--- config.mk ---
export PLATFORM = sky130hd
export DESIGN_NAME = uart_rx_fifo
export DESIGN_NICKNAME = d
export VERILOG_FILES = /design/src/rtl/uart_pkg.sv /design/src/rtl/uart_fifo.sv /design/src/rtl/uart_rx_fifo.sv
export SDC_FILE = /design/constraint.sdc
export NUM_CORES = 1
export LEC_CHECK = 0
export ABC_AREA = 1
export CAP_MARGIN = 20
export CORE_AREA = 2 2 98 100
export DETAILED_ROUTE_END_ITERATION = 10
export DIE_AREA = 0 0 100 102
export DONT_BUFFER_PORTS = 1
export GPL_TIMING_DRIVEN = 0
export PLACE_DENSITY = 0.71
export SLEW_MARGIN = 5
export SYNTH_ARGS = -nofsm -noshare
export SYNTH_HDL_FRONTEND = slang
export SYNTH_SLANG_ARGS = --single-unit
export TNS_END_PERCENT = 100
--- constraint.sdc ---
create_clock -name clk -period 5.2 [get_ports clk]
set_input_delay 0.52 -clock clk [delete_from_list [all_inputs] [get_ports clk]]
set_output_delay 0.52 -clock clk [all_outputs]
set_load 0.1 [all_outputs]
--- src/rtl/uart_pkg.sv ---
// Shared constants and receiver state encoding for the UART receive and transmit paths.
package uart_pkg;

  localparam int unsigned OVERSAMPLE = 16;
  localparam int unsigned MID_SAMPLE = 7;
  localparam int unsigned SC_W       = $clog2(OVERSAMPLE);
  localparam int unsigned BYTE_W     = 8;
  localparam int unsigned BI_W       = $clog2(BYTE_W);

  typedef enum logic [2:0] {
    IDLE,
    START,
    DATA,
    STOP,
    BREAK
  } rx_state_t;

endpackage

--- src/rtl/uart_fifo.sv ---
// First-word-fall-through byte FIFO with a registered head, count and full flag.
module uart_fifo
  import uart_pkg::*;
#(
  parameter int unsigned DEPTH = 8,
  parameter int unsigned WIDTH = BYTE_W
) (
  input  logic                     clk,
  input  logic                     reset,
  input  logic                     push_i,
  input  logic [WIDTH-1:0]         push_data_i,
  input  logic                     pop_i,
  output logic [WIDTH-1:0]         data_o,
  output logic                     valid_o,
  output logic                     full_o,
  output logic [$clog2(DEPTH):0]   count_o
);

  localparam int unsigned PTR_W = $clog2(DEPTH);
  localparam int unsigned CNT_W = PTR_W + 1;

  logic [WIDTH-1:0] mem_q [DEPTH];
  logic [PTR_W-1:0] wr_ptr_q, wr_ptr_d;
  logic [PTR_W-1:0] rd_ptr_q, rd_ptr_d;
  logic [CNT_W-1:0] count_q, count_d;
  logic [WIDTH-1:0] head_q, head_d;
  logic             valid_q, full_q;
  logic             do_push_c, do_pop_c;

  // A push into a full FIFO only lands when a pop frees the slot in the same cycle.
  always_comb begin
    do_pop_c  = pop_i && valid_q;
    do_push_c = push_i && (!full_q || do_pop_c);
    wr_ptr_d  = wr_ptr_q + PTR_W'(do_push_c);
    rd_ptr_d  = rd_ptr_q + PTR_W'(do_pop_c);
    count_d   = count_q + CNT_W'(do_push_c) - CNT_W'(do_pop_c);
    head_d    = head_q;
    if (do_pop_c) begin
      if (count_q == CNT_W'(1)) begin
        if (do_push_c) head_d = push_data_i;
      end else begin
        head_d = mem_q[rd_ptr_d];
      end
    end else if (!valid_q && do_push_c) begin
      head_d = push_data_i;
    end
  end

  always_ff @(posedge clk or negedge reset) begin
    if (!reset) begin
      wr_ptr_q <= '0;
      rd_ptr_q <= '0;
      count_q  <= '0;
      head_q   <= '0;
      valid_q  <= 1'b0;
      full_q   <= 1'b0;
    end else begin
      wr_ptr_q <= wr_ptr_d;
      rd_ptr_q <= rd_ptr_d;
      count_q  <= count_d;
      head_q   <= head_d;
      valid_q  <= (count_d != '0);
      full_q   <= (count_d == CNT_W'(DEPTH));
    end
  end

  always_ff @(posedge clk) begin
    if (do_push_c) mem_q[wr_ptr_q] <= push_data_i;
  end

  assign data_o  = head_q;
  assign valid_o = valid_q;
  assign full_o  = full_q;
  assign count_o = count_q;

endmodule

--- src/rtl/uart_rx_fifo.sv ---
// 8N1 UART receiver with 16x oversampling feeding a FWFT byte FIFO drained by valid/ready.
module uart_rx_fifo
  import uart_pkg::*;
#(
  parameter int unsigned CLK_FREQ = 100_000_000,
  parameter int unsigned BAUD     = 115200,
  parameter int unsigned DEPTH    = 8
) (
  input  logic                   clk,
  input  logic                   reset,
  input  logic                   rx,
  output logic [7:0]             rx_data,
  output logic                   rx_valid,
  input  logic                   rx_ready,
  output logic                   frame_err,
  output logic                   overrun,
  output logic [$clog2(DEPTH):0] level
);

  localparam int unsigned DIV   = CLK_FREQ / (BAUD * OVERSAMPLE);
  localparam int unsigned DIV_W = (DIV > 1) ? $clog2(DIV) : 1;

  logic              rx_meta_q, rx_s_q;
  logic [DIV_W-1:0]  div_cnt_q;
  logic              tick_c;
  rx_state_t         state_q, state_d;
  logic [SC_W-1:0]   sc_q, sc_d;
  logic [BI_W-1:0]   bi_q, bi_d;
  logic [BYTE_W-1:0] shreg_q, shreg_d;
  logic              push_c, pop_c, fifo_full;
  logic              frame_err_q, frame_err_d;
  logic              overrun_q, overrun_d;

  // Two-flop synchroniser; idle-high so reset must not fake a start bit.
  always_ff @(posedge clk or negedge reset) begin
    if (!reset) begin
      rx_meta_q <= 1'b1;
      rx_s_q    <= 1'b1;
    end else begin
      rx_meta_q <= rx;
      rx_s_q    <= rx_meta_q;
    end
  end

  // Free-running oversample tick; never re-phased by the receiver.
  always_ff @(posedge clk or negedge reset) begin
    if (!reset) div_cnt_q <= '0;
    else if (div_cnt_q == DIV_W'(DIV - 1)) div_cnt_q <= '0;
    else div_cnt_q <= div_cnt_q + DIV_W'(1);
  end

  assign tick_c = (div_cnt_q == DIV_W'(DIV - 1));

  always_comb begin
    state_d     = state_q;
    sc_d        = sc_q;
    bi_d        = bi_q;
    shreg_d     = shreg_q;
    push_c      = 1'b0;
    frame_err_d = 1'b0;
    case (state_q)
      IDLE: begin
        if (!rx_s_q) begin
          sc_d    = '0;
          state_d = START;
        end
      end
      START: begin
        if (tick_c) begin
          sc_d = sc_q + SC_W'(1);
          if (sc_q == SC_W'(MID_SAMPLE)) begin
            if (!rx_s_q) begin
              sc_d    = '0;
              bi_d    = '0;
              state_d = DATA;
            end else begin
              state_d = IDLE;
            end
          end
        end
      end
      DATA: begin
        if (tick_c) begin
          sc_d = sc_q + SC_W'(1);
          if (sc_q == SC_W'(OVERSAMPLE - 1)) begin
            shreg_d = {rx_s_q, shreg_q[BYTE_W-1:1]};
            if (bi_q == BI_W'(BYTE_W - 1)) state_d = STOP;
            else bi_d = bi_q + BI_W'(1);
          end
        end
      end
      STOP: begin
        if (tick_c) begin
          sc_d = sc_q + SC_W'(1);
          if (sc_q == SC_W'(OVERSAMPLE - 1)) begin
            if (rx_s_q) begin
              push_c  = 1'b1;
              state_d = IDLE;
            end else begin
              frame_err_d = 1'b1;
              state_d     = BREAK;
            end
          end
        end
      end
      BREAK: begin
        if (rx_s_q) state_d = IDLE;
      end
      default: state_d = IDLE;
    endcase
  end

  assign pop_c     = rx_valid && rx_ready;
  assign overrun_d = push_c && fifo_full && !pop_c;

  always_ff @(posedge clk or negedge reset) begin
    if (!reset) begin
      state_q     <= IDLE;
      sc_q        <= '0;
      bi_q        <= '0;
      shreg_q     <= '0;
      frame_err_q <= 1'b0;
      overrun_q   <= 1'b0;
    end else begin
      state_q     <= state_d;
      sc_q        <= sc_d;
      bi_q        <= bi_d;
      shreg_q     <= shreg_d;
      frame_err_q <= frame_err_d;
      overrun_q   <= overrun_d;
    end
  end

  uart_fifo #(
    .DEPTH (DEPTH),
    .WIDTH (BYTE_W)
  ) u_fifo (
    .clk         (clk),
    .reset       (reset),
    .push_i      (push_c),
    .push_data_i (shreg_q),
    .pop_i       (pop_c),
    .data_o      (rx_data),
    .valid_o     (rx_valid),
    .full_o      (fifo_full),
    .count_o     (level)
  );

  assign frame_err = frame_err_q;
  assign overrun   = overrun_q;

endmodule

==> qor.yml <==
critPathArrivalTime_ns: 3.51
path_max_fanout: 10
drv_slew: 0
dp_hpwl_um: 7290
antenna_found_initial: 0
ys_warn_count: 0
initial_utilization_pct: 57.4
end_kind: "register"
start_kind: "register"
syn-instance-count: 539
relSlewSlack_pct: 31.0
ys_seq_area_share_pct: 59.8
path_cells: "nand2_1 > nand2_1 > nand4_4 > buf_6 > inv_1 > ha_1 > inv_1 > fa_1 > inv_1 > nor3_1 > inv_1 > nor2_1"
postSynth.asyncResetShare_pct: 42.9
fin_crit_ns: 3.21
slowest_stage: "dfrtp_1"
cts-htree-levels: 3
max_cap_viol_count: 0
grt_start_max_net_pins: 49
first_pass_iters: 4
hold_ws_ns: 0.138
worst_slack_ns: 1.99
die_w_um: 100
avgSynthCellArea_um2: 9.70
coreArea_um2: 9110
wl_per_cell_um: 15.0
cts_root_buffer: "clkbuf_8"
drcViolationCount: 0
yosys-top-cells-area: "edfxtp_1 37%, dfrtp_1 22%, nand2_1 12%"
worst-setup-path-type: "register to register"
cts_resized: 0
clock_latency_ns: 0.37
finalCritPeriodShare_pct: 61.7
cts.sinks: 112
synth_nets: 558
dr.first_iter.drc_count: 176
ioPinCount: 19
synth_top_flop_cell: "edfxtp_1"
syn_to_final_growth_pct: 9.00
clockPowerShare_pct: 20.2
register_area_um2: 3130
fmax_ghz: 0.312
vdd_drop_max_mv: 0.263
synth_area_leader_cell: "edfxtp_1"
multiInputGateArea_um2: 1740
synth-seq-cells: 112
rows: 35
final.setup.tns_ns: 0
path_clk_slew_ns: 0.11
grt_use_total_pct: 21.4
overflow: 0
clockBufferDepth: 2
cts_made_buffers: 9
switching_power_mw: 1.15
die_h_um: 102
p_comb_share_pct: 29.4
n_fill_cell: 740
worst-path-buf-inv: 5
rsz0062_at_grt: "false"
ant_nets: 0
synth.top_cell.area_share_pct: 36.8
num_vias: 3487
antenna_cells: 0
cts_tree: "built"
wl_um: 10100
dieArea_um2: 10200
viasPerCell: 5.18
final_layout_size_suffix_gt1_share_pct: 12.8
powerDensity_nw_per_um2: 457
cp_common_cell: "inv_1"
setup_viol: 0
syn_area_um2: 5230
pre_cts_slack_ns: 1.98
min_path_type: "primary input to register"
final_nets: 576
hold_viol: 0
seq_power_share_pct: 50.4
sw_frac_of_total_pct: 44.1
io_buffers: 0
crit_family: "simple AND/OR/NAND/NOR gates"
synth_edf_count: 64
required_ns: 5.50
tightest_slew_ns: 1.04
status: "complete, no violations"
intPower_mw: 1.46
finClkSkew_ns: 0.0151
crit_path_max_incr_delay_ns: 0.97
grt_pass1_wl_um: 16700
routabilityCongestion: 0.850
p_leak_nw: 2.68
synth_cell_types: 34
grt_pass1_vias: 3517
==> routing by layer <==
layer,GRT usage [%],wire length [µm],up-vias
met4,7.80,158,0
met3,4.17,532,10
met5,0,0,-
met1,27.1,4310,1638
met2,37.0,5090,71
li1,-,-,1768
==> logic make-up (layout without fill, tap and decap cells) <==
family / count (synthesis) / after routing / share of synthesized area (%)
and+or+nand+nor: 278 / 278 / 23.8
DFF: 112 / 112 / 59.8
buffers and inverters: 101 / 124 / 7.80
AOI/OAI and AO/OA: 27 / 27 / 3.66
adders and majority gates: 15 / 15 / 3.73
xor gates and xnor gates: 6 / 6 / 1.15
==> area by class of cell <==
cell class | instances | share of cell area, %
clock buffers | 11 | 2.86
well taps | 111 | 2.44
plain buffers | 13 | 1.27
flip-flops and latches | 112 | 54.9
clock inverters | 5 | 0.769
repair buffers | 7 | 1.32
inverters | 88 | 5.89
multi-input cells | 326 | 30.6
==> placed cells by master (no fill, tap or decap), types with 2 or more instances in the layout <==
| cell type | Yosys | final |
|---|---|---|
| nand2_1 | 164 | 164 |
| inv_1 | 80 | 80 |
| edfxtp_1 | 64 | 64 |
| nand3_1 | 60 | 60 |
| dfrtp_1 | 46 | 46 |
| nor2_1 | 26 | 26 |
| ha_1 | 14 | 14 |
| clkbuf_8 | 0 | 10 |
| nor4_2 | 0 | 8 |
| o21ai_1 | 8 | 8 |
| buf_2 | 7 | 7 |
| inv_2 | 6 | 6 |
| a21oi_1 | 5 | 5 |
| buf_4 | 0 | 5 |
| o21ai_0 | 4 | 4 |
| nor2_2 | 4 | 4 |
| clkbuf_1 | 4 | 4 |
| o21ai_2 | 4 | 4 |
| inv_4 | 2 | 3 |
| nand4_1 | 3 | 3 |
| nor3_1 | 3 | 3 |
| xor2_1 | 3 | 3 |
| nand2_4 | 3 | 3 |
| a21oi_2 | 3 | 3 |
| xnor2_1 | 2 | 2 |
| nor2_8 | 2 | 2 |
| nand2_2 | 2 | 2 |
| buf_6 | 2 | 2 |
| inv_6 | 0 | 2 |
| dfstp_2 | 2 | 2 |
==> power groups by stage <==
stage	clock, mW	sequential [mW]	combinational (mW)
finish	0.526	1.31	0.765
global route	0.559	1.32	0.869
CTS	0.535	1.32	0.765
detailed placement	0	1.33	0.749
global placement	0	1.33	0.724
floorplan	0	1.32	0.557
==> stage by stage <==
stage          total power, mW  std cells  cell area (µm²)  util [%]
6_report                  2.61        673             5700      62.5
5_1_grt                   2.75        673             5700      62.5
4_1_cts                   2.62        673             5700      62.5
3_5_place_dp              2.08        655             5450      59.9
3_3_place_gp              2.06        650             5370      58.9
2_1_floorplan             1.88        539             5230         -
==> registers in the layout (all words and copies together), names as in the netlist <==
register         count
u_fifo.mem_q        64
shreg_q              8
u_fifo.data_o        8
div_cnt_q            6
sc_q                 4
u_fifo.count_o       4
bi_q                 3
state_q              3
u_fifo.rd_ptr_q      3
u_fifo.wr_ptr_q      3
frame_err            1
overrun              1
rx_meta_q            1
rx_s_q               1
u_fifo.full_o        1
u_fifo.valid_o       1
==> timing repair <==
action,CTS,global route
endpoints found under the hold margin,48,0
hold buffers,2,0
buffers inserted,0,0
==> cells in the mapped netlist, types with 2 or more instances <==
library cell and n:
nand2_1 164, inv_1 80, edfxtp_1 64, nand3_1 60, dfrtp_1 46, nor2_1 26
ha_1 14, nor4_1 9, o21ai_1 8, buf_2 7, inv_2 6, a21oi_1 5
clkbuf_1 4, nor2_2 4, o21ai_0 4, o21ai_2 4, a21oi_2 3, nand2_4 3
nand4_1 3, nor3_1 3, xor2_1 3, buf_6 2, dfstp_2 2, inv_4 2
nand2_2 2, nor2_8 2, xnor2_1 2
==> final timing paths <==
path,to,cells past startpoint,slack (ns),start
worst max-delay path,u_fifo.full_o$_DFF_PN0_,12,1.99,u_fifo.valid_o$_DFF_PN0_
worst min-delay path,rx_meta_q$_DFF_PN1_,0,0.14,rx
worst max register to register,u_fifo.full_o$_DFF_PN0_,12,1.99,u_fifo.valid_o$_DFF_PN0_
worst min register to register,rx_s_q$_DFF_PN1_,0,0.36,rx_meta_q$_DFF_PN1_
max in group asynchronous,rx_s_q$_DFF_PN1_,2,4.30,reset
min in group asynchronous,sc_q[1]$_DFFE_PN0P_,2,0.64,reset
Note: power is estimated with default switching activity, not from simulation.
